### src/rtl/jk_bank_sequencer.sv
// jk_bank_sequencer: command-driven controller for a bank of WIDTH JK flip-flops.
// Accepts LOAD / UP / DOWN / CLEAR over valid/ready, drives the J/K excitation
// that performs each operation, and pulses done for one cycle on completion.
module jk_bank_sequencer #(
    parameter int WIDTH = 4
) (
    input  logic             clock,
    input  logic             reset,
    input  logic             cmd_valid,
    output logic             cmd_ready,
    input  logic [1:0]       cmd_op,
    input  logic [WIDTH-1:0] cmd_data,
    output logic [WIDTH-1:0] j_out,
    output logic [WIDTH-1:0] k_out,
    output logic [WIDTH-1:0] q,
    output logic             busy,
    output logic             done
);

    localparam logic [1:0] OP_LOAD  = 2'b00;
    localparam logic [1:0] OP_UP    = 2'b01;
    localparam logic [1:0] OP_DOWN  = 2'b10;
    localparam logic [1:0] OP_CLEAR = 2'b11;

    localparam logic [WIDTH-1:0] CNT_ONE = {{(WIDTH-1){1'b0}}, 1'b1};

    typedef enum logic [1:0] {
        S_IDLE = 2'b00,
        S_RUN  = 2'b01,
        S_DONE = 2'b10
    } state_t;

    state_t           r_state;
    state_t           w_next_state;
    logic [WIDTH-1:0] r_q;
    logic [WIDTH-1:0] r_cnt;
    logic [1:0]       r_op;
    logic [WIDTH-1:0] r_data;
    logic [WIDTH-1:0] w_j;
    logic [WIDTH-1:0] w_k;
    logic             w_carry;
    logic             w_ready;
    logic             w_accept;
    logic             w_zero_step;

    assign w_accept    = cmd_valid && w_ready;
    assign w_zero_step = ((cmd_op == OP_UP) || (cmd_op == OP_DOWN)) && (cmd_data == '0);

    // State register.
    always_ff @(posedge clock) begin
        if (reset) begin
            r_state <= S_IDLE;
        end else begin
            r_state <= w_next_state;
        end
    end

    // Next-state logic and handshake/status outputs.
    always_comb begin
        w_next_state = r_state;
        w_ready      = 1'b0;
        busy         = 1'b0;
        done         = 1'b0;
        case (r_state)
            S_IDLE: begin
                w_ready = !reset;
                if (w_accept) begin
                    // A zero-step count has nothing to do and completes immediately.
                    w_next_state = w_zero_step ? S_DONE : S_RUN;
                end
            end
            S_RUN: begin
                busy = !reset;
                if ((r_op == OP_LOAD) || (r_op == OP_CLEAR)) begin
                    w_next_state = S_DONE;
                end else if (r_cnt == CNT_ONE) begin
                    w_next_state = S_DONE;
                end
            end
            S_DONE: begin
                busy         = !reset;
                done         = !reset;
                w_next_state = S_IDLE;
            end
            default: begin
                w_next_state = S_IDLE;
            end
        endcase
    end

    // J/K excitation: counting uses the classic ripple-enable form where a bit
    // toggles when every lower bit is 1 (up) or 0 (down).
    always_comb begin
        w_j     = '0;
        w_k     = '0;
        w_carry = 1'b1;
        if (r_state == S_RUN) begin
            case (r_op)
                OP_LOAD: begin
                    w_j = r_data;
                    w_k = ~r_data;
                end
                OP_CLEAR: begin
                    w_k = '1;
                end
                OP_UP: begin
                    for (int i = 0; i < WIDTH; i++) begin
                        w_j[i]  = w_carry;
                        w_k[i]  = w_carry;
                        w_carry = w_carry & r_q[i];
                    end
                end
                default: begin
                    for (int i = 0; i < WIDTH; i++) begin
                        w_j[i]  = w_carry;
                        w_k[i]  = w_carry;
                        w_carry = w_carry & ~r_q[i];
                    end
                end
            endcase
        end
    end

    // JK bank, command latch and step counter.
    always_ff @(posedge clock) begin
        if (reset) begin
            r_q    <= '0;
            r_cnt  <= '0;
            r_op   <= OP_LOAD;
            r_data <= '0;
        end else begin
            r_q <= (w_j & ~r_q) | (~w_k & r_q);
            if (w_accept) begin
                r_op   <= cmd_op;
                r_data <= cmd_data;
                r_cnt  <= cmd_data;
            end else if ((r_state == S_RUN) && (r_cnt != '0)) begin
                r_cnt <= r_cnt - CNT_ONE;
            end
        end
    end

    assign cmd_ready = w_ready;
    assign q         = r_q;
    assign j_out     = reset ? '0 : w_j;
    assign k_out     = reset ? '0 : w_k;

endmodule

### config.mk
export PLATFORM = sky130hd
export DESIGN_NAME = jk_bank_sequencer
export DESIGN_NICKNAME = d
export VERILOG_FILES = /design/src/rtl/jk_bank_sequencer.sv
export SDC_FILE = /design/constraint.sdc
export NUM_CORES = 1
export LEC_CHECK = 0
export CAP_MARGIN = 5
export CORE_ASPECT_RATIO = 1.2
export CORE_MARGIN = 8
export CORE_UTILIZATION = 53
export CTS_BUF_LIST = sky130_fd_sc_hd__clkbuf_16
export DETAILED_ROUTE_END_ITERATION = 12
export HOLD_SLACK_MARGIN = 0.06
export PLACE_DENSITY = 0.84
export SLEW_MARGIN = 20
export SYNTH_ARGS = -nofsm -noshare
export SYNTH_HDL_FRONTEND = slang
export SYNTH_SLANG_ARGS = --single-unit
### constraint.sdc
create_clock -name clock -period 3.5 [get_ports clock]
set_clock_uncertainty 0.2 [all_clocks]
set_input_delay 1.05 -clock clock [delete_from_list [all_inputs] [get_ports clock]]
set_output_delay 1.05 -clock clock [all_outputs]
set_load 0.1 [all_outputs]
## Yosys cells after proc, flatten, opt, wreduce, memory -nomap -nowiden

Index checks and enable logic that the tools add are counted.

| word-level totals | value |
|---|---|
| register bits | 16 |
| input bits | 9 |
| output and inout bits | 15 |
| logic and storage cells | 57 |

| operators by class | value |
|---|---|
| $add $sub $neg | 1 |
| equality and inequality tests | 9 |
| mux-type cells | 16 |
| bitwise operators | 13 |
| reduce and logical (&&, ||, !) cells | 13 |

Operators by type and width:

| cell | number |
|---|---|
| $mux W4 | 6 |
| $pmux W4 S3 | 2 |
| $not A4 Y4 | 3 |
| $and A4 B4 Y4 | 2 |
| $mux W2 | 4 |
| $eq A2 B1 Y1 const B | 3 |
| $eq A2 B2 Y1 const B | 3 |
| $and A1 B1 Y1 | 4 |
| $eq A4 B1 Y1 const B | 1 |
| $logic_not A2 Y1 | 2 |
| $logic_not A4 Y1 | 1 |
| $or A4 B4 Y4 | 1 |
| $pmux W2 S2 | 1 |
| $reduce_bool A4 Y1 | 1 |
| $sub A4 B1 Y4 const B | 1 |
| $logic_and A1 B1 Y1 | 3 |
| $mux W1 | 3 |
| $ne A3 B3 Y1 const B | 1 |
| $not A1 Y1 | 3 |
| $logic_or A1 B1 Y1 | 2 |
| $ne A2 B2 Y1 const B | 1 |
| $reduce_and A2 Y1 | 1 |
| $reduce_bool A2 Y1 | 1 |
| $reduce_or A2 Y1 | 1 |
| $logic_not A1 Y1 | 1 |

## Logic depth before layout (Yosys ltp)

Gate-level depths: netlist of run 1.

| depth | value |
|---|---|
| depth in word-level cells | 8 |
| depth in mapped cells | 6 |
| gate-level depth less buffers | 5 |

## Least setup slack after synthesis of run 1

No wires, ideal clock.

| path | value |
|---|---|
| path kind | input to output |
| start point | input reset |
| end point | output k_out[1] |
| data arrival time | 3.704 ns |
| data required time | 2.250 ns |
| slack | -1.454 ns |
| cell stages on the path | 3 |
| buffers on the path | 2 |
| cells stage by stage | buf_2 -> clkbuf_1 -> a311oi_1 |

| between the ends | value |
|---|---|
| cells in the longest elaborated chain, start to end | 1 |

RTL lines:

| element | line | RTL |
|---|---|---|
| from (decl) | 8 | `input logic reset,` |
| $mux W4 | 146 | `assign k_out = reset ? '0 : w_k;` |
| to (decl) | 14 | `output logic [WIDTH-1:0] k_out,` |

No other way between the ends.

## Worst setup path after layout of run 1

| path | value |
|---|---|
| start point | register r_op[0] |
| end point | output k_out[0] |

| between the ends | value |
|---|---|
| cells in the longest elaborated chain, start to end | 4 |
| elaborated cells on any way between the ends | 6 |
| classes of those cells | eq/ne: 2; mux: 3; reduce/logical: 1 |

RTL lines:

| element | line | RTL |
|---|---|---|
| from (decl) | 37 | `logic [1:0] r_op;` |
| from (signal assigned) | 134 | `r_op <= cmd_op;` |
| $eq A2 B1 Y1 (tied with other cells) | 98 | `case (r_op)` |
| $pmux W4 S3 * | 98 |  |
| $mux W4 * | 97 | `if (r_state == S_RUN) begin` |
| $mux W4 * | 146 |  |

Every way passes the cells marked *; elsewhere a longest branch is shown, timed or not.

==> results of run 1 <==
==> cell usage in the layout (no fill, tap or decap), types with 2 or more instances in the layout <==
cell type / instances
dfxtp_1: 16
nand2_1: 12
buf_12: 11
ha_1: 10
inv_1: 9
buf_4: 8
nor2_1: 7
clkdlybuf4s50_1: 7
nor2b_1: 6
nand2b_1: 6
a211oi_1: 6
a21oi_1: 6
o21ai_0: 3
nor2_4: 3
o31ai_1: 3
clkbuf_16: 3
nand4_1: 2
and3b_1: 2
nor4_1: 2
o32ai_1: 2
==> where the power goes <==
group	switching [W]	internal, W
Sequential	0.0000171	0.000200
Combinational	0.000202	0.000115
Clock	0.0000744	0.000152
Total	0.000293	0.000467
==> how the worst min path moves through the flow <==
stage / startpoint / to / slack (ns) / depth (start not counted)
2_1_floorplan: r_data[1] / r_data[1] / 0.24 / 2
3_3_place_gp: r_data[3] / r_data[3] / 0.25 / 2
3_5_place_dp: r_data[1] / r_data[1] / 0.26 / 2
4_1_cts: r_data[1] / r_data[1] / 0.27 / 2
5_1_grt: r_data[1] / r_data[1] / 0.29 / 2
6_report: r_data[1] / r_data[1] / 0.27 / 2
==> stage by stage <==
| stage | setup slack, ns | hold WS, ns | util [%] |
|---|---|---|---|
| 2_1_floorplan | -0.491 | 0.244 | - |
| 3_3_place_gp | 0.0359 | 0.251 | 76.2 |
| 3_5_place_dp | -0.0153 | 0.262 | 76.2 |
| 4_1_cts | 0.180 | 0.269 | 80.1 |
| 5_1_grt | 0.0773 | 0.288 | 80.1 |
| 6_report | 0.177 | 0.266 | 80.1 |
==> critical path: stages (launching register included) <==
cell and delay (ns):
dfxtp_1 0.38, inv_1 0.10, ha_1 0.31, or2_2 0.35
o31ai_1 0.44, nor2_4 0.06, buf_12 0.17
==> layout make-up <==
type                            count  area, um2
Sequential cell                    16        320
Clock inverter                      1       3.75
Timing Repair Buffer               27        359
Clock buffer                        3       75.1
Multi-Input combinational cell    103        806
Inverter                            9       33.8
Tap cell                           20       25.0
Fill cell                         148        404
==> layer usage <==
layer / GRT usage [%] / vias up / routed length, um
li1: - / 548 / -
met3: 4.09 / 11 / 155
met1: 15.6 / 538 / 1170
met5: 0 / - / 0
met2: 33.3 / 38 / 1640
met4: 8.59 / 0 / 79
==> cells by family (layout without fill, tap and decap cells) <==
kind of cell	Yosys count	count (layout)	share of synthesized area (%)
simple gates	54	54	27.3
compound gates	37	37	24.9
flops	16	16	28.9
buf+inv	16	40	5.87
fa+ha+maj	10	10	11.3
xor+xnor	1	1	0.790
mux	1	1	0.903
==> flip-flops by register name, indices dropped and copies added (netlist names) <==
name,count
q,4
r_op,2
r_data,4
r_cnt,4
r_state,2
==> Yosys cell counts (all sizes together), types with 2 or more instances <==
master | instances | share of area [%]
a211oi | 6 | 4.1
a21oi | 7 | 3.2
a311oi | 2 | 1.6
a31oi | 2 | 1.1
and3b | 2 | 1.6
buf | 4 | 1.8
clkbuf | 3 | 1.0
dfxtp | 16 | 29
ha | 10 | 11
inv | 9 | 3.0
nand2 | 12 | 4.1
nand2b | 6 | 3.4
nand4 | 2 | 1.1
nor2 | 10 | 3.4
nor2b | 6 | 3.4
nor3 | 3 | 1.4
nor4 | 2 | 1.1
o21ai | 3 | 1.4
o31ai | 3 | 2.0
o32ai | 2 | 1.6
or3b | 2 | 1.8
==> results_dict.tcl, run 1 <==
set metrics [dict create \
    status "finished, final reports clean" \
    die_y_um 66.1 \
    rsz0062_at_grt "no" \
    cts_hold_buf 0 \
    relSlewSlack_pct 63.9 \
    syn_area_per_cell_um2 8.21 \
    final_area_mm2 0.00162 \
    track_usage_pct 16.9 \
    io-pin-count 24 \
    drc 0 \
    core_region_area_mm2 0.00203 \
    cap_violations 0 \
    fin_setup_tns_ns 0 \
    worstSetupStartpointType "flip-flop" \
    vias 1135 \
    timing.rr.end "q[0]" \
    num_antenna_cells 0 \
    r2r_slack_ns 1.47 \
    cts.sinks 16 \
    ys_ff_latch 16 \
    antenna_found_initial 0 \
    clock_latency_ns 0.25 \
    placed_area_mm2 0.00155 \
    critPathMaxFanout 9 \
    p_leak_nw 0.631 \
    ant_nets 0 \
    port_buffers 23 \
    cts_buffers 3 \
    cts_resized 1 \
    grt_pass1_vias 1190 \
    min_path_type "reg -> reg" \
    drive_above_1_share_pct 21.4 \
    fin_crit_ns 3.32 \
    ys_seq_area_share_pct 28.9 \
    worstPathArrival_ns 2.07 \
    total_power_w 0.000760 \
    cts_tree "built" \
    critical_path_class "reg -> out" \
    clk_pin_slew_ns 0.05 \
    syn_to_final_growth_pct 46.4 \
    via_per_inst 6.34 \
    irDropWorstVdd_mv 0.376 \
    syn_area_mm2 0.00111 \
    nets 179 \
    finalSetupViolations 0 \
    htreeDepth 1 \
    root_buffer "clkbuf_16" \
    routed_wl_mm 3.04 \
    critPathCapture "k_out[0]" \
    ys.flop_type "dfxtp_1" \
    chipWidth_um 57.8 \
    synthArstFlopShare_pct 0 \
    critPathRequiredTime_ns 2.25 \
    dp_cells 175 \
    stdcell_count 179 \
    drt-initial-drc-count 27 \
    postCtsSetupBuffers 0 \
    yosys.cell_types.count 45 \
    powerDensity_mw_per_mm2 468 \
    drtPass1Iterations 4 \
    crit_start "r_op[0]" \
    dieArea_mm2 0.00382 \
    synth-edff-count 0 \
    slew_viol_final 0 \
    worst_pin_slew_ns 0.538 \
    wl_per_cell_um 17.0 \
    hpwl_mm 2.35 \
    grt_pass1_wl_mm 5.17 \
    rows 18 \
    hold_viol 0 \
    grt_max_degree 17 \
    clk_path_buf_depth 2 \
    syn_inst 135 \
    fmax_mhz 301 \
    syn_nets 154 \
    r2r_start "r_op[0]" \
    yosys_warnings 0 \
    start_util_pct 54.7 \
    reg2regPathDepth 5 \
    critPathCaptureType "output pin" \
    place.gp.congestion 0.849 \
    period_share_pct 94.9 \
    globalRouteOverflowTotal 0 \
]
Power figures use the tool's default switching activity.
==> inputs of run 2 (changes only) <==
Settings changed: TNS_END_PERCENT from default to 100.
==> results of run 2 <==
No change in the layout: final DEF, timing and power equal those of run 1.
==> inputs of run 3 (changes only) <==
Settings changed: ABC_AREA from default to 1, CORE_UTILIZATION 53 to 54, GPL_TIMING_DRIVEN from default to 0, REMOVE_ABC_BUFFERS from default to 1.
==> run 3 against run 2 <==
Net effect:
- design area decreased by 8.9%
- area after synthesis increased by 7.3%
- die area increased by 3.9%
- count of clock-buffer cells in the layout unchanged
- global-route usage decreased by 2.7 points
- synthesized cell count increased by 36%
- setup slack got worse by 0.12 ns
- wire length decreased by 9.6%
==> results_dict.tcl, run 3 <==
set metrics [dict create \
    status "finished, final reports clean" \
    drtPass1Iterations 4 \
    synth_commonest_cells "nand2_1 (51), nor2_1 (27), inv_1 (26)" \
    fin_crit_ns 3.45 \
    total_power_w 0.00123 \
    syn_area_mm2 0.00119 \
    num_antenna_cells 0 \
    layout_common_cells "nand2_1 (51), nor2_1 (27), inv_1 (26)" \
    cts_hold_buf 0 \
    htreeDepth 1 \
    antenna_found_initial 0 \
    reg2regPathDepth 8 \
    synth_top_area_share_pct 26.9 \
    track_usage_pct 14.2 \
    routed_wl_mm 2.75 \
    cts.sinks 16 \
    die_y_um 67.4 \
    crit_start "reset" \
    slew_viol_final 0 \
    root_buffer "clkbuf_16" \
    wl_per_cell_um 11.7 \
    yosys_warnings 0 \
    clock_latency_ns 0.25 \
    synthMostInstantiatedCell "nand2_1" \
    final_area_mm2 0.00148 \
    rows 18 \
    core_region_area_mm2 0.00207 \
    place.gp.congestion 0.881 \
    r2r_slack_ns 1.75 \
    synth.largest_area_cell "dfxtp_1" \
    worstPathArrival_ns 2.20 \
    finalSetupViolations 0 \
    syn_area_per_cell_um2 6.50 \
    vias 1144 \
    powerDensity_mw_per_mm2 832 \
    cts_buffers 3 \
    period_share_pct 98.4 \
    globalRouteOverflowTotal 0 \
    drc 0 \
    placed_area_mm2 0.00142 \
    syn_to_final_growth_pct 24.3 \
    critPathMaxFanout 18 \
    syn_inst 183 \
    ys_seq_area_share_pct 26.9 \
    hpwl_mm 2.07 \
    worst_pin_slew_ns 0.967 \
    final_common_cell "nand2_1" \
    critPathCaptureType "output pin" \
    grt_max_degree 19 \
    irDropWorstVdd_mv 0.631 \
    p_leak_nw 0.706 \
    clk_pin_slew_ns 0.05 \
    start_util_pct 57.4 \
    ys.flop_type "dfxtp_1" \
    timing.rr.end "q[3]" \
    hold_viol 0 \
    fmax_mhz 290 \
    grt_pass1_wl_mm 4.49 \
    relSlewSlack_pct 35.3 \
    synthArstFlopShare_pct 0 \
    via_per_inst 4.87 \
    port_buffers 23 \
    critPathRequiredTime_ns 2.25 \
    worstSetupStartpointType "primary input" \
    io-pin-count 24 \
    min_path_type "reg -> reg" \
    drive_above_1_share_pct 13.7 \
    critical_path_class "in -> out" \
    synth.area.top_cells "dfxtp_1 (27%), nand2_1 (16%), ha_1 (11%), nor2_1 (8.5%), inv_1 (8.2%)" \
    dieArea_mm2 0.00397 \
    postCtsSetupBuffers 0 \
    clk_path_buf_depth 2 \
    r2r_start "r_op[0]" \
    grt_pass1_vias 1114 \
    cts_tree "built" \
    ant_nets 0 \
    synth-edff-count 0 \
    drt-initial-drc-count 48 \
    cap_violations 0 \
    chipWidth_um 58.9 \
    ys_ff_latch 16 \
    yosys.cell_types.count 28 \
    critPathCapture "j_out[1]" \
    nets 225 \
    rsz0062_at_grt "no" \
]
## run 3: worst min-delay path by stage
stage          startpoint   endpoint  cells after the start
6_report        r_data[0]  r_data[0]                      2
5_1_grt         r_data[3]  r_data[3]                      2
4_1_cts         r_data[0]  r_data[0]                      2
3_5_place_dp    r_data[1]  r_data[1]                      2
3_3_place_gp    r_data[1]  r_data[1]                      2
2_1_floorplan   r_data[1]  r_data[1]                      2
## run 3: final cells by class
class                   instances  area [um2]
multi-input cells             132         712
fillers                       187         593
flip-flops and latches         16         320
repair buffers                 23         215
inverters                      30         115
clock buffers                   3        75.1
well taps                      30        37.5
clock inverters                 1        3.75
## run 3: layer usage
metal	GRT usage, %	up-vias	share of wire [%]
met4	7.19	0	1.5
met5	0	-	0
met3	3.04	4	4.3
met2	27.3	21	52
li1	-	605	-
met1	13.9	514	43
## run 3: what timing repair did
item | in CTS | in global routing
endpoints found under the hold margin | 0 | 0
gates resized for setup | 41 | 11
endpoints found under the setup margin | 11 | 6
## run 3: stage by stage
| stage | setup slack [ns] | std cells | hold slack (ns) | utilization (%) | TNS (ns) |
|---|---|---|---|---|---|
| floorplan | -1.17 | 178 | 0.239 | - | -3.56 |
| finish | 0.0548 | 235 | 0.280 | 71.4 | 0 |
| global placement | -1.19 | 231 | 0.259 | 68.3 | -11.30 |
| detailed placement | -1.21 | 231 | 0.258 | 68.3 | -11.53 |
| global route | 0.00269 | 235 | 0.312 | 71.4 | 0 |
| CTS | 0.00353 | 235 | 0.280 | 72.4 | 0 |
## run 3: kinds of logic after synthesis
kind of cell	count (synthesis)	synth area share [%]
compound gates	24	12.2
fa+ha+maj	10	10.5
simple gates	96	35.6
buf+inv	35	13.2
xor+xnor	2	1.47
flops	16	26.9
## run 3: critical path: stages
cell	delay, ns
clkdlybuf4s15_2	0.37
nor2_1	0.20
clkdlybuf4s15_2	0.57
## run 3: power breakdown
group | switching [W] | internal [W]
Sequential | 0.0000397 | 0.000227
Clock | 0.0000761 | 0.000152
Combinational | 0.000528 | 0.000207
Total | 0.000644 | 0.000586
